--- src/rtl/pkt_drop_sequencer.sv ---
// pkt_drop_sequencer: per-packet lookup/decision gate with atomic forward/drop and statistics.
// Optional macro DROP_STATS_EN adds per-reason and timeout counters; otherwise those ports read 0.
module pkt_drop_sequencer #(
    parameter int C_M_AXIS_DATA_WIDTH  = 256,
    parameter int C_S_AXIS_DATA_WIDTH  = 256,
    parameter int C_M_AXIS_TUSER_WIDTH = 128,
    parameter int C_S_AXIS_TUSER_WIDTH = 128,
    parameter int DROP_REASONS         = 5,
    parameter int CNT_WIDTH            = 32,
    parameter int TIMEOUT_CYCLES       = 255
) (
    input  logic                                AXI_ACLK,
    input  logic                                AXI_RESETN,
    input  logic [C_S_AXIS_DATA_WIDTH-1:0]      S_AXIS_TDATA,
    input  logic [C_S_AXIS_DATA_WIDTH/8-1:0]    S_AXIS_TSTRB,
    input  logic [C_S_AXIS_TUSER_WIDTH-1:0]     S_AXIS_TUSER,
    input  logic                                S_AXIS_TVALID,
    input  logic                                S_AXIS_TLAST,
    output logic                                S_AXIS_TREADY,
    output logic [C_M_AXIS_DATA_WIDTH-1:0]      M_AXIS_TDATA,
    output logic [C_M_AXIS_DATA_WIDTH/8-1:0]    M_AXIS_TSTRB,
    output logic [C_M_AXIS_TUSER_WIDTH-1:0]     M_AXIS_TUSER,
    output logic                                M_AXIS_TVALID,
    output logic                                M_AXIS_TLAST,
    input  logic                                M_AXIS_TREADY,
    output logic                                REQ_VALID,
    input  logic                                REQ_READY,
    input  logic                                DEC_VALID,
    input  logic [DROP_REASONS-1:0]             DEC_DROP,
    output logic                                DEC_READY,
    input  logic                                CNT_CLEAR,
    output logic [CNT_WIDTH-1:0]                FWD_COUNT,
    output logic [CNT_WIDTH-1:0]                DROP_COUNT,
    output logic [DROP_REASONS*CNT_WIDTH-1:0]   REASON_COUNT,
    output logic [CNT_WIDTH-1:0]                TIMEOUT_COUNT
);
    localparam int DW = C_S_AXIS_DATA_WIDTH;
    localparam int BW = DW + DW / 8 + C_S_AXIS_TUSER_WIDTH + 1;
    localparam int TW = TIMEOUT_CYCLES > 0 ? $clog2(TIMEOUT_CYCLES + 1) : 1;

    typedef enum logic [2:0] {IDLE, REQ, WAIT_DEC, FWD, DROP} state_t;

    state_t          state_q;
    logic [TW-1:0]   timer_q;
    logic [BW-1:0]   skid_q [2];
    logic [1:0]      cnt_q;
    logic [CNT_WIDTH-1:0] fwd_q, drop_q;
    logic [BW-1:0]   din;
    logic s_fire, dec_fire, timeout, drop_ev, fwd_ev, push, pop, full;

    function automatic logic [CNT_WIDTH-1:0] sat_inc(input logic [CNT_WIDTH-1:0] c, input logic inc, input logic clr);
        return clr ? '0 : (inc && !(&c)) ? c + CNT_WIDTH'(1) : c;
    endfunction

    assign full          = cnt_q == 2'd2;
    assign S_AXIS_TREADY = (state_q == FWD && !full) || state_q == DROP;
    assign REQ_VALID     = state_q == REQ;
    assign DEC_READY     = state_q == WAIT_DEC;
    assign s_fire        = S_AXIS_TVALID && S_AXIS_TREADY;
    assign dec_fire      = state_q == WAIT_DEC && DEC_VALID;
    assign timeout       = state_q == WAIT_DEC && !DEC_VALID && TIMEOUT_CYCLES != 0 && timer_q == TW'(1);
    assign drop_ev       = (dec_fire && |DEC_DROP) || timeout;
    assign push          = state_q == FWD && s_fire;
    assign fwd_ev        = push && S_AXIS_TLAST;
    assign pop           = M_AXIS_TVALID && M_AXIS_TREADY;
    assign din           = {S_AXIS_TLAST, S_AXIS_TUSER, S_AXIS_TSTRB, S_AXIS_TDATA};
    assign M_AXIS_TVALID = cnt_q != 2'd0;
    assign {M_AXIS_TLAST, M_AXIS_TUSER, M_AXIS_TSTRB, M_AXIS_TDATA} = skid_q[0];
    assign FWD_COUNT     = fwd_q;
    assign DROP_COUNT    = drop_q;

    // Packet sequencing: hold head, request lookup, await decision (or timeout), then pass or discard.
    always_ff @(posedge AXI_ACLK or negedge AXI_RESETN) begin
        if (!AXI_RESETN) begin
            state_q <= IDLE;
            timer_q <= '0;
        end else begin
            case (state_q)
                IDLE:     if (S_AXIS_TVALID) state_q <= REQ;
                REQ:      if (REQ_READY) begin
                              state_q <= WAIT_DEC;
                              timer_q <= TW'(TIMEOUT_CYCLES);
                          end
                WAIT_DEC: begin
                              timer_q <= timer_q - TW'(1);
                              if (dec_fire) state_q <= |DEC_DROP ? DROP : FWD;
                              else if (timeout) state_q <= DROP;
                          end
                FWD:      if (fwd_ev) state_q <= IDLE;
                DROP:     if (s_fire && S_AXIS_TLAST) state_q <= IDLE;
                default:  state_q <= IDLE;
            endcase
        end
    end

    // Two-entry output skid: entry 0 drives M_AXIS_*, entry 1 catches a beat while the sink stalls.
    always_ff @(posedge AXI_ACLK or negedge AXI_RESETN) begin
        if (!AXI_RESETN) begin
            cnt_q     <= '0;
            skid_q[0] <= '0;
            skid_q[1] <= '0;
        end else begin
            cnt_q <= cnt_q + 2'(push) - 2'(pop);
            if (push && (cnt_q == 2'd0 || (pop && cnt_q == 2'd1))) skid_q[0] <= din;
            else if (pop) skid_q[0] <= skid_q[1];
            if (push && cnt_q == 2'd1 && !pop) skid_q[1] <= din;
        end
    end

    // Forward and drop packet counters, saturating; clear beats a same-cycle increment.
    always_ff @(posedge AXI_ACLK or negedge AXI_RESETN) begin
        if (!AXI_RESETN) begin
            fwd_q  <= '0;
            drop_q <= '0;
        end else begin
            fwd_q  <= sat_inc(fwd_q, fwd_ev, CNT_CLEAR);
            drop_q <= sat_inc(drop_q, drop_ev, CNT_CLEAR);
        end
    end

`ifdef DROP_STATS_EN
    logic [CNT_WIDTH-1:0] reason_q [DROP_REASONS];
    logic [CNT_WIDTH-1:0] timeout_q;

    // Per-reason hit counters and decision-timeout counter.
    always_ff @(posedge AXI_ACLK or negedge AXI_RESETN) begin
        if (!AXI_RESETN) begin
            timeout_q <= '0;
            for (int i = 0; i < DROP_REASONS; i++) reason_q[i] <= '0;
        end else begin
            timeout_q <= sat_inc(timeout_q, timeout, CNT_CLEAR);
            for (int i = 0; i < DROP_REASONS; i++) reason_q[i] <= sat_inc(reason_q[i], dec_fire && DEC_DROP[i], CNT_CLEAR);
        end
    end

    for (genvar r = 0; r < DROP_REASONS; r++) begin : g_reason
        assign REASON_COUNT[r*CNT_WIDTH +: CNT_WIDTH] = reason_q[r];
    end
    assign TIMEOUT_COUNT = timeout_q;
`else
    assign REASON_COUNT  = '0;
    assign TIMEOUT_COUNT = '0;
`endif
endmodule

--- config.mk ---
export PLATFORM = sky130hd
export DESIGN_NAME = pkt_drop_sequencer
export DESIGN_NICKNAME = d
export VERILOG_FILES = /design/src/rtl/pkt_drop_sequencer.sv
export SDC_FILE = /design/constraint.sdc
export NUM_CORES = 2
export LEC_CHECK = 0
export BUFFER_PORTS_ARGS = -buffer_cell sky130_fd_sc_hd__buf_4
export CAP_MARGIN = 40
export CORE_AREA = 2 2 425 427
export DETAILED_ROUTE_END_ITERATION = 12
export DIE_AREA = 0 0 427 429
export PLACE_DENSITY = 0.53
export SLEW_MARGIN = 20
export SYNTH_ARGS = -nofsm -noshare
export SYNTH_HDL_FRONTEND = slang
export SYNTH_SLANG_ARGS = --single-unit
--- constraint.sdc ---
create_clock -name AXI_ACLK -period 5.6 [get_ports AXI_ACLK]
set_input_delay 0 -clock AXI_ACLK [delete_from_list [all_inputs] [get_ports AXI_ACLK]]
set_output_delay 0 -clock AXI_ACLK [all_outputs]
set_load 0.1 [all_outputs]
# --- Word level (Yosys, flattened, before mapping) ---
# Index checks and enable logic that the tools add are counted.
# Widths: inputs -> output; s select.
word_totals:
  latchBits: 0
  romBits: 0
  ram_bits: 0
  elab_cells: 76
  memories: 0
  output_inout_bits: 677
  register_bits: 911
  in_bits: 429
op_classes:
  reduce_logical: 36
  order_cmp: 0
  bitwise: 0
  eq_ne: 12
  shift: 0
  n_mul: 0
  div: 0
  n_addsub: 5
  n_mux: 16
op_table:
  columns: ["op", "n"]
  rows:
  - ["$mux 417", 2]
  - ["$mux 32", 4]
  - ["$add 32x1->32 const B", 2]
  - ["$reduce_and 32->1", 2]
  - ["$mux 3", 7]
  - ["$logic_and 1x1->1", 16]
  - ["$pmux 8 s2", 1]
  - ["$pmux 3 s5", 1]
  - ["$reduce_bool 2->1", 5]
  - ["$eq 8x1->1 const B", 1]
  - ["$mux 8", 1]
  - ["$sub 8x1->8 const B", 1]
  - ["$eq 3x2->1 const B", 2]
  - ["$logic_not 1->1", 5]
  - ["$reduce_and 5->1", 1]
  - ["$reduce_or 5->1", 1]
  - ["$ne 2x1->1 const B", 2]
  - ["$ne 2x2->1 const B", 2]
  - ["$eq 3x1->1 const B", 1]
  - ["$eq 3x3->1 const B", 1]
  - ["$logic_not 3->1", 1]
  - ["$logic_or 1x1->1", 3]
  - ["$ne 3x1->1 const B", 1]
  - ["$add 2x1->2", 1]
  - ["5 further kinds", 5]

# --- Logic depth before layout (Yosys ltp) ---
logic_depth:
  depth_word: 10
  ltp_mapped: 11

# --- Worst setup path after synthesis ---
# OpenSTA, ideal clock, no wires.
synth_timing:
  path_type: "register to register"
  startpoint: "register state_q[1]"
  endpoint: "register timer_q[5]"
  path_buffers: 0
  required_ps: 5456
  synth_period_minus_slack_ps: 4198
  path_stages_with_launch: 6
  setup_slack_ps: 1402
  arrival_time_ps: 4054
  path_cell_list: "dfrtp_1 -> nor3_1 -> nand2_1 -> a2111oi_4 -> and3_1 -> o21ai_0"
synth_between:
  elab_chain_len: 3
  word_cells_on_any_way: 6
synth_rtl:
  columns: ["item", "line", "rtl"]
  rows:
  - ["start: declaration", "43", "state_t state_q;"]
  - ["start signal: assignment", "86", "if (dec_fire) state_q <= |DEC_DROP ? DROP : FWD;"]
  - ["$eq 3x1->1 *", null, null]
  - ["via REQ_VALID", "26", "output logic REQ_VALID,"]
  - ["$ne 2x1->1 (no source line) or $reduce_bool 2->1 (tied branches)", null, null]
  - ["$reduce_and 2->1 (no source line)", null, null]
  - ["end signal: assignment", "82", "timer_q <= TW'(TIMEOUT_CYCLES);"]
  - ["end signal: assignment", "85", "timer_q <= timer_q - TW'(1);"]
  - ["end: declaration", "44", "logic [TW-1:0] timer_q;"]
# The timed path passes the listed nets; every way through them passes the cells marked *.
# A chain may end at the register's enable or synchronous reset.

# --- Final worst setup path ---
layout_timing:
  startpoint: "register state_q[2]"
  endpoint: "register skid_q[264] in the netlist's numbering"
layout_between:
  elab_chain_len: 7
  word_cells_on_any_way: 8
layout_rtl:
  columns: ["item", "line", "rtl"]
  rows:
  - ["$eq 3x2->1", "56, 63", null]
  - ["$logic_and 1x1->1", "56", "assign S_AXIS_TREADY = (state_q == FWD && !full) || state_q == DROP;"]
  - ["$logic_or 1x1->1", "56", null]
  - ["$logic_and 1x1->1", "59", "assign s_fire = S_AXIS_TVALID && S_AXIS_TREADY;"]
  - ["$logic_and 1x1->1 *", "63", "assign push = state_q == FWD && s_fire;"]
  - ["$logic_and 1x1->1 * (2 in a row)", "106", "if (push && cnt_q == 2'd1 && !pop) skid_q[1] <= din;"]
  - ["end: declaration", "45", "logic [BW-1:0] skid_q [2];"]
# Mark *: on every way between the ends. The rest lies on a longest branch, timed or not.

==> results_dict.tcl <==
set metrics [dict create \
    synth_ff_type "dfrtp_1" \
    syn_inst 3740 \
    via_per_inst 4.145 \
    remaining_drc_errors 0 \
    final_layout_size_suffix_gt1_share_pct 31.09 \
    cts_resized 0 \
    firstDrtPassIters 5 \
    crit_arrival_ns 3.56 \
    cts.path.max_buffers 3 \
    r2r-start "state_q[2]" \
    max_slew_margin_pct 31.00 \
    antenna_left 0 \
    root_buffer "clkbuf_16" \
    mostFrequentLayoutCells "buf_4 (934), dfrtp_1 (911), dlygate4sd3_1 (710), nand2_1 (445), o21ai_0 (438)" \
    clkLatencyLatePin_ns 0.72 \
    end_kind "flop" \
    timing.rr.end "skid_q[264]" \
    rsz0062_at_grt "false" \
    cts_sinks 911 \
    fp.dieH_um 429 \
    core.rowCount 155 \
    die_w_um 427 \
    setup_viol 0 \
    grt_pass1_vias 31260 \
    area_growth_pct 38.34 \
    vias 30480 \
    maxSlewViolCount 0 \
    netlist_area_sq_um 42930 \
    setup_tns_ns 0 \
    antenna_found_initial 15 \
    path_max_fanout 91 \
    nets 5337 \
    clock_skew_ns 0.02180 \
    hold_violations 0 \
    grt_pass1_wl_mm 199.2 \
    p_per_area_nw_per_um2 517.9 \
    avgRoutedWirePerCell_um 18.13 \
    fmax_mhz 336.3 \
    avgSynthCellArea_sq_um 11.48 \
    async_flop_share_pct 100.0 \
    io_pins 1106 \
    rrSetupSlack_ns 2.63 \
    yosys_warnings 0 \
    status "finished, final reports clean" \
    h-tree-depth 3 \
    stdcell_count 7352 \
    routabilityCongestion 0.8367 \
    cp.required_ns 6.18 \
    p_leak_nw 28.65 \
    synth_cell_types 49 \
    rr_worst_depth 5 \
    dp.final_hpwl_mm 91.81 \
    grt_max_degree 175 \
    port_buffers 913 \
    cts_buffers 108 \
    grt.total_usage_pct 14.08 \
    period_share_pct 53.09 \
    wirelength_mm 133.3 \
    die_area_sq_um 183200 \
    whs_ns 0.04567 \
    min_period_ns 2.973 \
    first_iter_violations 1599 \
    clk_pin_slew_worst_paths_ns 0.06 \
    vdd_drop_max_mv 0.3776 \
    cts_tree "done" \
    worstSetupPathType "reg -> reg" \
    core_area_sq_um 178000 \
    hold_path.class "in -> async" \
    initial_core_util_pct 24.11 \
    final_common_cell "buf_4" \
    worstMarginPinSlew_ns 1.035 \
    ys_seq_area_share_pct 53.11 \
    place_inst 6433 \
    cap_violations 0 \
    synth-edff-count 0 \
    start_kind "flop" \
    synth_seq_cells 911 \
    overflow 0 \
]
worst max-delay path by stage:
stage,startpoint,endpoint,slack [ns]
2_1_floorplan,state_q[1],timer_q[5],1.40
3_3_place_gp,state_q[2],skid_q[271],2.78
3_5_place_dp,state_q[2],skid_q[276],2.73
4_1_cts,state_q[2],skid_q[264],2.70
5_1_grt,state_q[2],skid_q[264],2.53
6_report,state_q[2],skid_q[264],2.63
synthesized netlist by cell type, drive strengths merged (13+ instances only):
master | n | area (sq um)
mux2 | 418 | 4707
nand2 | 446 | 1674
xor2 | 37 | 324.1
a21oi | 23 | 115.1
clkbuf | 94 | 352.8
or3 | 15 | 93.84
o21ai | 438 | 2192
xnor2 | 13 | 113.9
and3 | 17 | 106.4
nand4 | 33 | 206.5
mux2i | 418 | 4184
buf | 712 | 5081
nor2 | 58 | 217.7
nand3 | 30 | 150.1
dfrtp | 911 | 22800
routing by layer:
layer	wire, um	global-route usage (%)	up-vias
li1	-	-	14320
met1	54850	17.03	15250
met2	67610	24.47	688
met3	6491	3.227	213
met4	4242	4.601	10
met5	65	0	-
worst max-delay path, stage by stage (launching register included):
cell and delay [ns]:
dfrtp_1 0.43, nand4b_1 0.37, nor3b_2 0.36, buf_12 0.34
buf_4 0.59, mux2_2 0.41
cell type report:
type	instances	area [sq um]
Timing Repair Buffer	1667	14610
Clock inverter	28	301.5
Multi-Input combinational cell	2203	15390
Inverter	11	41.29
Clock buffer	169	3276
Tap cell	2355	2947
Sequential cell	911	22800
Fill cell	17790	118700
Antenna cell	8	20.02
timing repair:
action	CTS	global route
hold buffers	710	1
setup endpoints to repair	0	0
hold endpoints to repair	1208	4
buffers inserted	0	0
where the power goes:
part / switching [mW] / total [mW] / leakage [nW] / internal (mW)
combinational: 10.3 / 14.0 / 14.8 / 3.66
sequential: 1.14 / 9.69 / 12.1 / 8.55
clock: 2.88 / 7.07 / 1.75 / 4.19
total: 14.4 / 30.8 / 28.7 / 16.4
flip-flops by register name, indices dropped and copies added (netlist names), 3 cells and up:
| register | cells |
|---|---|
| M_AXIS_TUSER | 128 |
| M_AXIS_TDATA | 256 |
| timer_q | 8 |
| skid_q | 417 |
| M_AXIS_TSTRB | 32 |
| state_q | 3 |
| DROP_COUNT | 32 |
| FWD_COUNT | 32 |
logic make-up after synthesis:
family	after synthesis	synth area share [%]
buf+inv	817	12.76
simple gates	650	6.622
flops	911	53.11
mux	836	20.71
fa+ha+maj	6	0.1749
compound gates	469	5.599
other cells	1	0.008736
xor+xnor	50	1.020
metrics by stage:
step | setup slack, ns | power [mW] | cell area [sq um] | util, %
after global placement | 2.777 | 23.19 | 48540 | 27.27
after detailed placement | 2.733 | 23.40 | 48570 | 27.28
after global routing | 2.531 | 32.09 | 59380 | 33.35
after CTS | 2.700 | 31.04 | 59270 | 33.29
after floorplan | 1.402 | 21.49 | 43640 | -
final | 2.627 | 30.75 | 59380 | 33.36
(Power assumes the default switching activity.)
